===== src/rtl/muldiv_pkg.sv =====
// muldiv_pkg: op codes, FSM state encoding and iteration count for muldiv_unit
package muldiv_pkg;
  localparam logic [1:0] OP_MUL  = 2'b00;
  localparam logic [1:0] OP_MULH = 2'b01;
  localparam logic [1:0] OP_DIVU = 2'b10;
  localparam logic [1:0] OP_REMU = 2'b11;
  localparam logic [4:0] ITER_LAST = 5'd15;
  typedef enum logic [1:0] {
    ST_IDLE = 2'd0,
    ST_CALC = 2'd1,
    ST_DONE = 2'd2
  } state_t;
endpackage


===== src/rtl/muldiv_unit_if.sv =====
// muldiv_unit_if: request and register-file write port bundle of muldiv_unit
interface muldiv_unit_if #(
  parameter int WIDTH  = 16,
  parameter int ADDR_W = 3
);
  logic              start;
  logic [1:0]        op;
  logic [ADDR_W-1:0] dest;
  logic [WIDTH-1:0]  Adata;
  logic [WIDTH-1:0]  Bdata;
  logic              busy;
  logic              done;
  logic              WE;
  logic [ADDR_W-1:0] Waddr;
  logic [WIDTH-1:0]  Wdata;
  modport master (output start, op, dest, Adata, Bdata, input busy, done, WE, Waddr, Wdata);
  modport slave  (input start, op, dest, Adata, Bdata, output busy, done, WE, Waddr, Wdata);
endinterface


===== src/rtl/muldiv_ctrl.sv =====
// muldiv_ctrl: IDLE/CALC/DONE sequencer and iteration counter; MULDIV_EARLY_EXIT_EN ends multiplies once the multiplier is exhausted
module muldiv_ctrl
  import muldiv_pkg::*;
#(
  parameter int WIDTH = 16
) (
  input  logic             clk_n,
  input  logic             rst_n,
  input  logic             start,
  input  logic             is_mul,
  input  logic [WIDTH-1:0] mplier,
  output logic             cap,
  output logic             step,
  output logic             last,
  output logic             busy,
  output logic             done,
  output logic [4:0]       cnt
);
  state_t     state, state_nx;
  logic [4:0] cnt_nx;
`ifdef MULDIV_EARLY_EXIT_EN
  logic [WIDTH-1:0] rest;
  assign rest = mplier >> (cnt + 5'd1);
  assign last = cnt == ITER_LAST || (is_mul && rest == '0);
`else
  logic unused_early;
  assign unused_early = is_mul | (|mplier);
  assign last = cnt == ITER_LAST;
`endif
  assign cap  = state == ST_IDLE && start;
  assign step = state == ST_CALC;
  assign busy = state != ST_IDLE;
  assign done = state == ST_DONE;
  // state and iteration counter registers
  always_ff @(posedge clk_n) begin
    if (!rst_n) begin
      state <= ST_IDLE;
      cnt   <= '0;
    end else begin
      state <= state_nx;
      cnt   <= cnt_nx;
    end
  end
  // next state: start only accepted in IDLE, DONE lasts a single cycle
  always_comb begin
    state_nx = state;
    cnt_nx   = cnt;
    state_nx = cap ? ST_CALC : (step && last) ? ST_DONE : done ? ST_IDLE : state;
    cnt_nx   = cap ? 5'd0 : step ? cnt + 5'd1 : cnt;
  end
endmodule


===== src/rtl/muldiv_unit.sv =====
// muldiv_unit: iterative shift-add multiply / restoring divide writing the register file; MULDIV_EARLY_EXIT_EN shortens multiplies
module muldiv_unit
  import muldiv_pkg::*;
#(
  parameter int WIDTH  = 16,
  parameter int ADDR_W = 3
) (
  input logic          clk_n,
  input logic          rst_n,
  muldiv_unit_if.slave bus
);
  logic [WIDTH-1:0]   hi, lo, a, b, rdiff;
  logic [1:0]         op_q;
  logic [ADDR_W-1:0]  dest_q;
  logic [WIDTH:0]     sum, shl;
  logic [2*WIDTH-1:0] prod;
  logic               neg, cap, step, last, busy, done;
  logic [4:0]         cnt;
  muldiv_ctrl #(.WIDTH(WIDTH)) u_ctrl (
    .clk_n (clk_n),
    .rst_n (rst_n),
    .start (bus.start),
    .is_mul(~op_q[1]),
    .mplier(b),
    .cap   (cap),
    .step  (step),
    .last  (last),
    .busy  (busy),
    .done  (done),
    .cnt   (cnt)
  );
  // one iteration of each algorithm; on the final multiply step the skipped shifts are folded in
  always_comb begin
    sum   = {1'b0, hi} + (lo[0] ? {1'b0, a} : '0);
    prod  = {sum, lo[WIDTH-1:1]} >> (last ? ITER_LAST - cnt : 5'd0);
    shl   = {hi, lo[WIDTH-1]};
    neg   = shl < {1'b0, b};
    rdiff = shl[WIDTH-1:0] - b;
  end
  // operand capture and product/remainder-quotient registers
  always_ff @(posedge clk_n) begin
    if (!rst_n) begin
      {hi, lo, a, b, op_q, dest_q} <= '0;
    end else if (cap) begin
      a      <= bus.Adata;
      b      <= bus.Bdata;
      op_q   <= bus.op;
      dest_q <= bus.dest;
      hi     <= '0;
      lo     <= bus.op[1] ? bus.Adata : bus.Bdata;
    end else if (step) begin
      hi <= op_q[1] ? (neg ? shl[WIDTH-1:0] : rdiff) : prod[2*WIDTH-1:WIDTH];
      lo <= op_q[1] ? {lo[WIDTH-2:0], ~neg} : prod[WIDTH-1:0];
    end
  end
  assign bus.busy  = busy;
  assign bus.done  = done;
  assign bus.WE    = done;
  assign bus.Waddr = dest_q;
  assign bus.Wdata = done ? (op_q[0] ? hi : lo) : '0;
endmodule

===== src/flat_wrapper.sv =====
// flat-port wrapper written by rule: the top's interface ports become plain ports
module muldiv_unit_flat import muldiv_pkg::*;
#(
  parameter int WIDTH  = 16,
  parameter int ADDR_W = 3
)
  (clk_n, rst_n, bus_start, bus_op, bus_dest, bus_Adata, bus_Bdata, bus_busy, bus_done, bus_WE, bus_Waddr, bus_Wdata);
  muldiv_unit_if #(.WIDTH(WIDTH), .ADDR_W(ADDR_W)) bus_i ();
  input logic clk_n;
  input logic rst_n;
  input wire logic [$bits(bus_i.start)-1:0] bus_start;
  input wire logic [$bits(bus_i.op)-1:0] bus_op;
  input wire logic [$bits(bus_i.dest)-1:0] bus_dest;
  input wire logic [$bits(bus_i.Adata)-1:0] bus_Adata;
  input wire logic [$bits(bus_i.Bdata)-1:0] bus_Bdata;
  output wire logic [$bits(bus_i.busy)-1:0] bus_busy;
  output wire logic [$bits(bus_i.done)-1:0] bus_done;
  output wire logic [$bits(bus_i.WE)-1:0] bus_WE;
  output wire logic [$bits(bus_i.Waddr)-1:0] bus_Waddr;
  output wire logic [$bits(bus_i.Wdata)-1:0] bus_Wdata;
  assign bus_i.start = bus_start;
  assign bus_i.op = bus_op;
  assign bus_i.dest = bus_dest;
  assign bus_i.Adata = bus_Adata;
  assign bus_i.Bdata = bus_Bdata;
  assign bus_busy = bus_i.busy;
  assign bus_done = bus_i.done;
  assign bus_WE = bus_i.WE;
  assign bus_Waddr = bus_i.Waddr;
  assign bus_Wdata = bus_i.Wdata;
  muldiv_unit #(.WIDTH(WIDTH), .ADDR_W(ADDR_W)) u_core (.clk_n(clk_n), .rst_n(rst_n), .bus(bus_i));
endmodule

===== config.mk =====
export PLATFORM = sky130hd
export DESIGN_NAME = muldiv_unit_flat
export DESIGN_NICKNAME = d
export VERILOG_FILES = /design/src/rtl/muldiv_pkg.sv /design/src/rtl/muldiv_unit_if.sv /design/src/rtl/muldiv_ctrl.sv /design/src/rtl/muldiv_unit.sv /design/src/flat_wrapper.sv
export SDC_FILE = /design/constraint.sdc
export NUM_CORES = 1
export LEC_CHECK = 0
export CAP_MARGIN = 10
export CORE_UTILIZATION = 50
export CTS_CLUSTER_DIAMETER = 30
export DETAILED_ROUTE_END_ITERATION = 10
export MAX_ROUTING_LAYER = met4
export PLACE_DENSITY_LB_ADDON = 0.25
export RECOVER_POWER = 50
export SYNTH_ARGS = -nofsm -noshare
export SYNTH_HDL_FRONTEND = slang
export SYNTH_HIERARCHICAL = 1
export SYNTH_SLANG_ARGS = --single-unit

===== constraint.sdc =====
create_clock -name clk_n -period 5.18 [get_ports clk_n]
set_input_delay 0.518 -clock clk_n [delete_from_list [all_inputs] [get_ports clk_n]]
set_output_delay 0.518 -clock clk_n [all_outputs]
set_load 0.05 [all_outputs]

[Yosys cells after proc, flatten, opt, wreduce, memory -nomap -nowiden]
Index checks and enable logic that the tools add are counted.
Word-level totals
  input port bits: 40
  output and inout port bits: 22
  word-level logic and storage cells: 41
  register bits: 76
Operators by class
  bitwise operators: 2
  shift operators: 1
  $add $sub $neg: 4
  magnitude comparators: 1
  equal/unequal tests: 3
  mux-type cells: 13
  reductions and logical operators: 8
Operators by type and width (number)
  $mux W16: 9
  $shr A32 B5 Y32: 1
  $add A16 B17 Y17: 1
  $lt A17 B16 Y1: 1
  $sub A16 B16 Y16: 1
  $reduce_bool A2 Y1: 3
  $add A5 B1 Y5 const B: 1
  $eq A5 B4 Y1 const B: 1
  $mux W5: 1
  $sub A4 B5 Y5 const A: 1
  $mux W2: 2
  $reduce_bool A3 Y1: 1
  $eq A2 B1 Y1 const B: 1
  $eq A2 B2 Y1 const B: 1
  $logic_and A1 B1 Y1: 2
  $logic_not A2 Y1: 1
  $not A1 Y1: 2
  $reduce_or A2 Y1: 1
  $mux W1: 1

[Depth between registers and ports, before layout]
  depth in word-level cells: 6
  gate-level depth with buffers: 16
  mapped depth without buffers: 14

[Modules after synthesis]
The synthesis kept the hierarchy.
By module, submodules not included
  muldiv_unit: instances 1, area each 7016.7 sq um, cells an instance 914, sequential area each 1381.3 sq um
  muldiv_ctrl: instances 1, area each 322.8 sq um, cells an instance 36, sequential area each 140.1 sq um

[Least setup slack after synthesis]
No wires, ideal clock.
  kind: register to register
  from: register u_core.lo[0]
  to: register u_core.hi[1]
  arrival time: 3.343 ns
  buffers on the path: 2
  setup slack: 1.751 ns
  stages on the path, launching flop included: 17
  library setup time: 0.086 ns
  data required time: 5.094 ns
  period minus slack after synthesis: 3.429 ns
  cells stage by stage: dfxtp_1 -> clkbuf_1 -> clkbuf_1 -> and2_1 -> ha_1 -> inv_1 -> fa_1 -> nor2b_1 -> o31a_1 -> o21a_1 -> a31o_2 -> nor4_1 -> a2111o_1 -> o31ai_1 -> mux2i_1 -> o31a_1 -> a221oi_2
Between the ends
  cells in the longest elaborated chain, start to end: 4
Ends and longest elaborated chain
  from (decl): line muldiv_unit.sv:12  | logic [WIDTH-1:0] hi, lo, a, b, rdiff;
  from (signal assigned): line muldiv_unit.sv:50  | lo <= bus.op[1] ? bus.Adata : bus.Bdata;
  from (signal assigned): line muldiv_unit.sv:53  | lo <= op_q[1] ? {lo[WIDTH-2:0], ~neg} : prod[WIDTH-1:0];
  $mux W16: line muldiv_unit.sv:34  | sum = {1'b0, hi} + (lo[0] ? {1'b0, a} : '0);
  $add A16 B17 Y17: line muldiv_unit.sv:34
  $shr A32 B5 Y32: line muldiv_unit.sv:35  | prod = {sum, lo[WIDTH-1:1]} >> (last ? ITER_LAST - cnt : 5'd0);
  $mux W16: line muldiv_unit.sv:52  | hi <= op_q[1] ? (neg ? shl[WIDTH-1:0] : rdiff) : prod[2*WIDTH-1:WIDTH];
  to (signal assigned): line muldiv_unit.sv:52
  to (decl): line muldiv_unit.sv:12
No other way between the ends.
A chain may end at the register's enable or synchronous reset.

[Worst setup path after layout]
Same ends and word-level chain as after synthesis.

==> results.json <==
{
  "drc": 0,
  "die_x_um": 123.2,
  "p_leak_nw": 3.394,
  "final_hold_viol_count": 0,
  "vias_per_cell": 6.423,
  "synthArstFlopShare": 0,
  "ys_ff_latch": 76,
  "fin_nets": 1045,
  "die_h_um": 123.2,
  "finalCriticalPeriod_ns": 4.067,
  "fin_skew_ns": 0.01091,
  "cts_setup_buffers": 0,
  "crit_path_cell_trace": "and2_1 > ha_1 > o21ai_1 > a21oi_1 > o41a_1 > a2111oi_4 > o21bai_2 > xnor2_1 > o31ai_1 > mux2i_1 > o31a_1 > a221oi_2",
  "slew_violations": 38,
  "hold_buffers": 0,
  "maxCapViolCount": 1,
  "crit_slowest_cell": "dfxtp_1",
  "finalSetupViolCount": 0,
  "fin_cells": 1154,
  "grt_overflow": 0,
  "tightestPinTransition_ns": 1.795,
  "path_max_fanout": 19,
  "clkLatencyLatePin_ns": 0.36,
  "root_buffer": "clkbuf_16",
  "cts_buffers": 9,
  "cts_tree": "yes",
  "dp_cells": 1138,
  "finalCritPeriodShare": 0.7851,
  "cp-start-kind": "flip-flop",
  "rows": 43,
  "clockBufferDepth": 2,
  "ctsResizeCount": 0,
  "synth_edf_count": 0,
  "rsz0062_at_grt": "false",
  "initial_core_util": 0.5207,
  "clock-sinks": 76,
  "drive_gt1_frac": 0.07084,
  "ys_types": 77,
  "synth.cell_area_um2": 7340,
  "clk_pin_slew_ns": 0.06,
  "power_density_nw_per_um2": 228.8,
  "tns_ns": 0,
  "vias": 7412,
  "grt_util_all_layers": 0.3258,
  "htreeDepth": 3,
  "fin_util": 0.5887,
  "antennaDiodeCount": 0,
  "grt_pass1_wl_um": 36580,
  "antenna_left": 0,
  "dieArea_um2": 15170,
  "place.gp.congestion": 0.9968,
  "peakVddDrop_uv": 183.4,
  "cp.required_ns": 5.45,
  "grt_pass1_vias": 6850,
  "grt_max_degree": 61,
  "worstPathArrival_ns": 4.34,
  "max_slew_margin": -0.1965,
  "synth_ff_type": "dfxtp_1",
  "hpwl_um": 17350,
  "drt_iter0_drc": 924,
  "hold_slack_ns": 0.5149,
  "syn_inst": 950,
  "area_growth_pct": 13.06,
  "synth_area_per_cell_um2": 7.726,
  "max_stage_delay_ns": 0.69,
  "crit_type": "flip-flop to flip-flop",
  "io_buffers": 61,
  "violations": "max-capacitance violations, max-slew violations",
  "clock.fmax_mhz": 245.9,
  "status": "finished, violations left",
  "synth_warnings": 6,
  "wire_per_inst_um": 20.15,
  "seq_area_frac_synth": 0.2073,
  "worstSetupEndpointType": "flip-flop",
  "core_area_um2": 14100,
  "routed_wl_um": 23260,
  "syn_nets": 1026,
  "antenna_found_initial": 1,
  "drt_first_pass_iters": 5,
  "fill_cells": 1330,
  "hp-class": "flip-flop to flip-flop",
  "io_pins": 62
}
-- layout by cell type (no fill, tap or decap), types with 34 or more instances in the layout --
master	instances
ha_1	34
nand2_1	77
o21ai_0	45
nor2b_1	62
nor2_1	60
dfxtp_1	76
clkdlybuf4s50_1	54
mux2i_1	99
inv_1	35
a21oi_1	70
-- metal layers --
layer,GRT usage,wire (um)
met5,-,0
met4,0.1318,654
met2,0.4801,10250
met1,0.4442,10370
met3,0.04843,1988
-- path summary, 6_finish.rpt --
check	to	from	slack, ns	depth (start not counted)
max	u_core/hi[1]	u_core/lo[0]	1.11	12
min	u_core/b[5]	u_core/b[5]	0.51	2
max reg2reg	u_core/hi[1]	u_core/lo[0]	1.11	12
min reg2reg	u_core/b[5]	u_core/b[5]	0.51	2
-- synth_stat cells (8+ instances only) --
cell type  instances  area, um2
ha_1              34      425.4
a211oi_1          19      142.6
dfxtp_1           76       1521
nor2_1            60      225.2
nand2b_1          14      87.58
mux2_2            15      168.9
and2_1            21      131.4
nor3_1            20      100.1
clkbuf_1          50      187.7
mux2i_1           99      991.0
buf_1             10      37.54
xnor2_1           15      131.4
nor2b_1           63      394.1
a221oi_1           8      70.07
inv_1             35      131.4
o211ai_1          20      150.1
xor2_1             8      70.07
o31ai_1           11      82.58
a21oi_1           70      350.3
o21a_1            12      90.09
nand3_1           16      80.08
and3_1            10      62.56
a21o_1            11      82.58
o22ai_1           10      62.56
nand2_1           77      289.0
a31oi_1           15      93.84
o21ai_0           45      225.2
-- sequential cells by signal, indices dropped and copies added (netlist names) --
| name | count |
|---|---|
| u_core/a | 16 |
| u_core/b | 16 |
| u_core/hi | 16 |
| u_core/lo | 16 |
| u_core/u_ctrl/cnt | 5 |
| u_core/bus.Waddr | 3 |
| u_core/op_q | 2 |
| u_core/u_ctrl/state | 2 |
-- per-stage QoR --
| stage | instance area (um2) | worst slack, ns | total power [mW] |
|---|---|---|---|
| 2_1_floorplan | 7340 | 1.751 | 1.090 |
| 3_3_place_gp | 8011 | 1.341 | 1.241 |
| 3_5_place_dp | 8011 | 1.256 | 1.245 |
| 4_1_cts | 8305 | 1.226 | 1.891 |
| 5_1_grt | 8298 | 0.8865 | 1.979 |
| 6_report | 8298 | 1.113 | 1.899 |
-- logic make-up (layout without fill, tap and decap cells) --
family	after synthesis	in the layout	share of synthesized area
buffers and inverters	103	127	0.05524
AOI/OAI and AO/OA	290	290	0.2714
xor gates and xnor gates	23	23	0.02745
and+or+nand+nor	305	305	0.2095
DFF	76	76	0.2073
muxes	117	117	0.1657
adders and majority gates	36	36	0.06342
-- where the power goes --
group	switching, mW	internal (mW)
logic	0.314	0.252
clock network	0.275	0.373
registers	0.0595	0.625
-- critical path: cells and delay by family (launching register included) --
family | cells | cell delay, ns
adders and majority gates | 1 | 0.35
muxes | 1 | 0.35
and+or+nand+nor | 1 | 0.22
AOI/OAI and AO/OA | 8 | 2.20
xor gates and xnor gates | 1 | 0.15
DFF | 1 | 0.69
-- area by class of cell --
cell class / count / area [um2] / share of cell area
multi-input combinational: 771 / 5415 / 0.6526
sequential: 76 / 1521 / 0.1834
timing repair buffer: 76 / 710.7 / 0.08565
clock buffer: 10 / 229.0 / 0.02759
tap: 180 / 225.2 / 0.02714
inverter: 35 / 131.4 / 0.01583
clock inverter: 6 / 65.06 / 0.007841
Note: power is estimated with default switching activity, not from simulation.
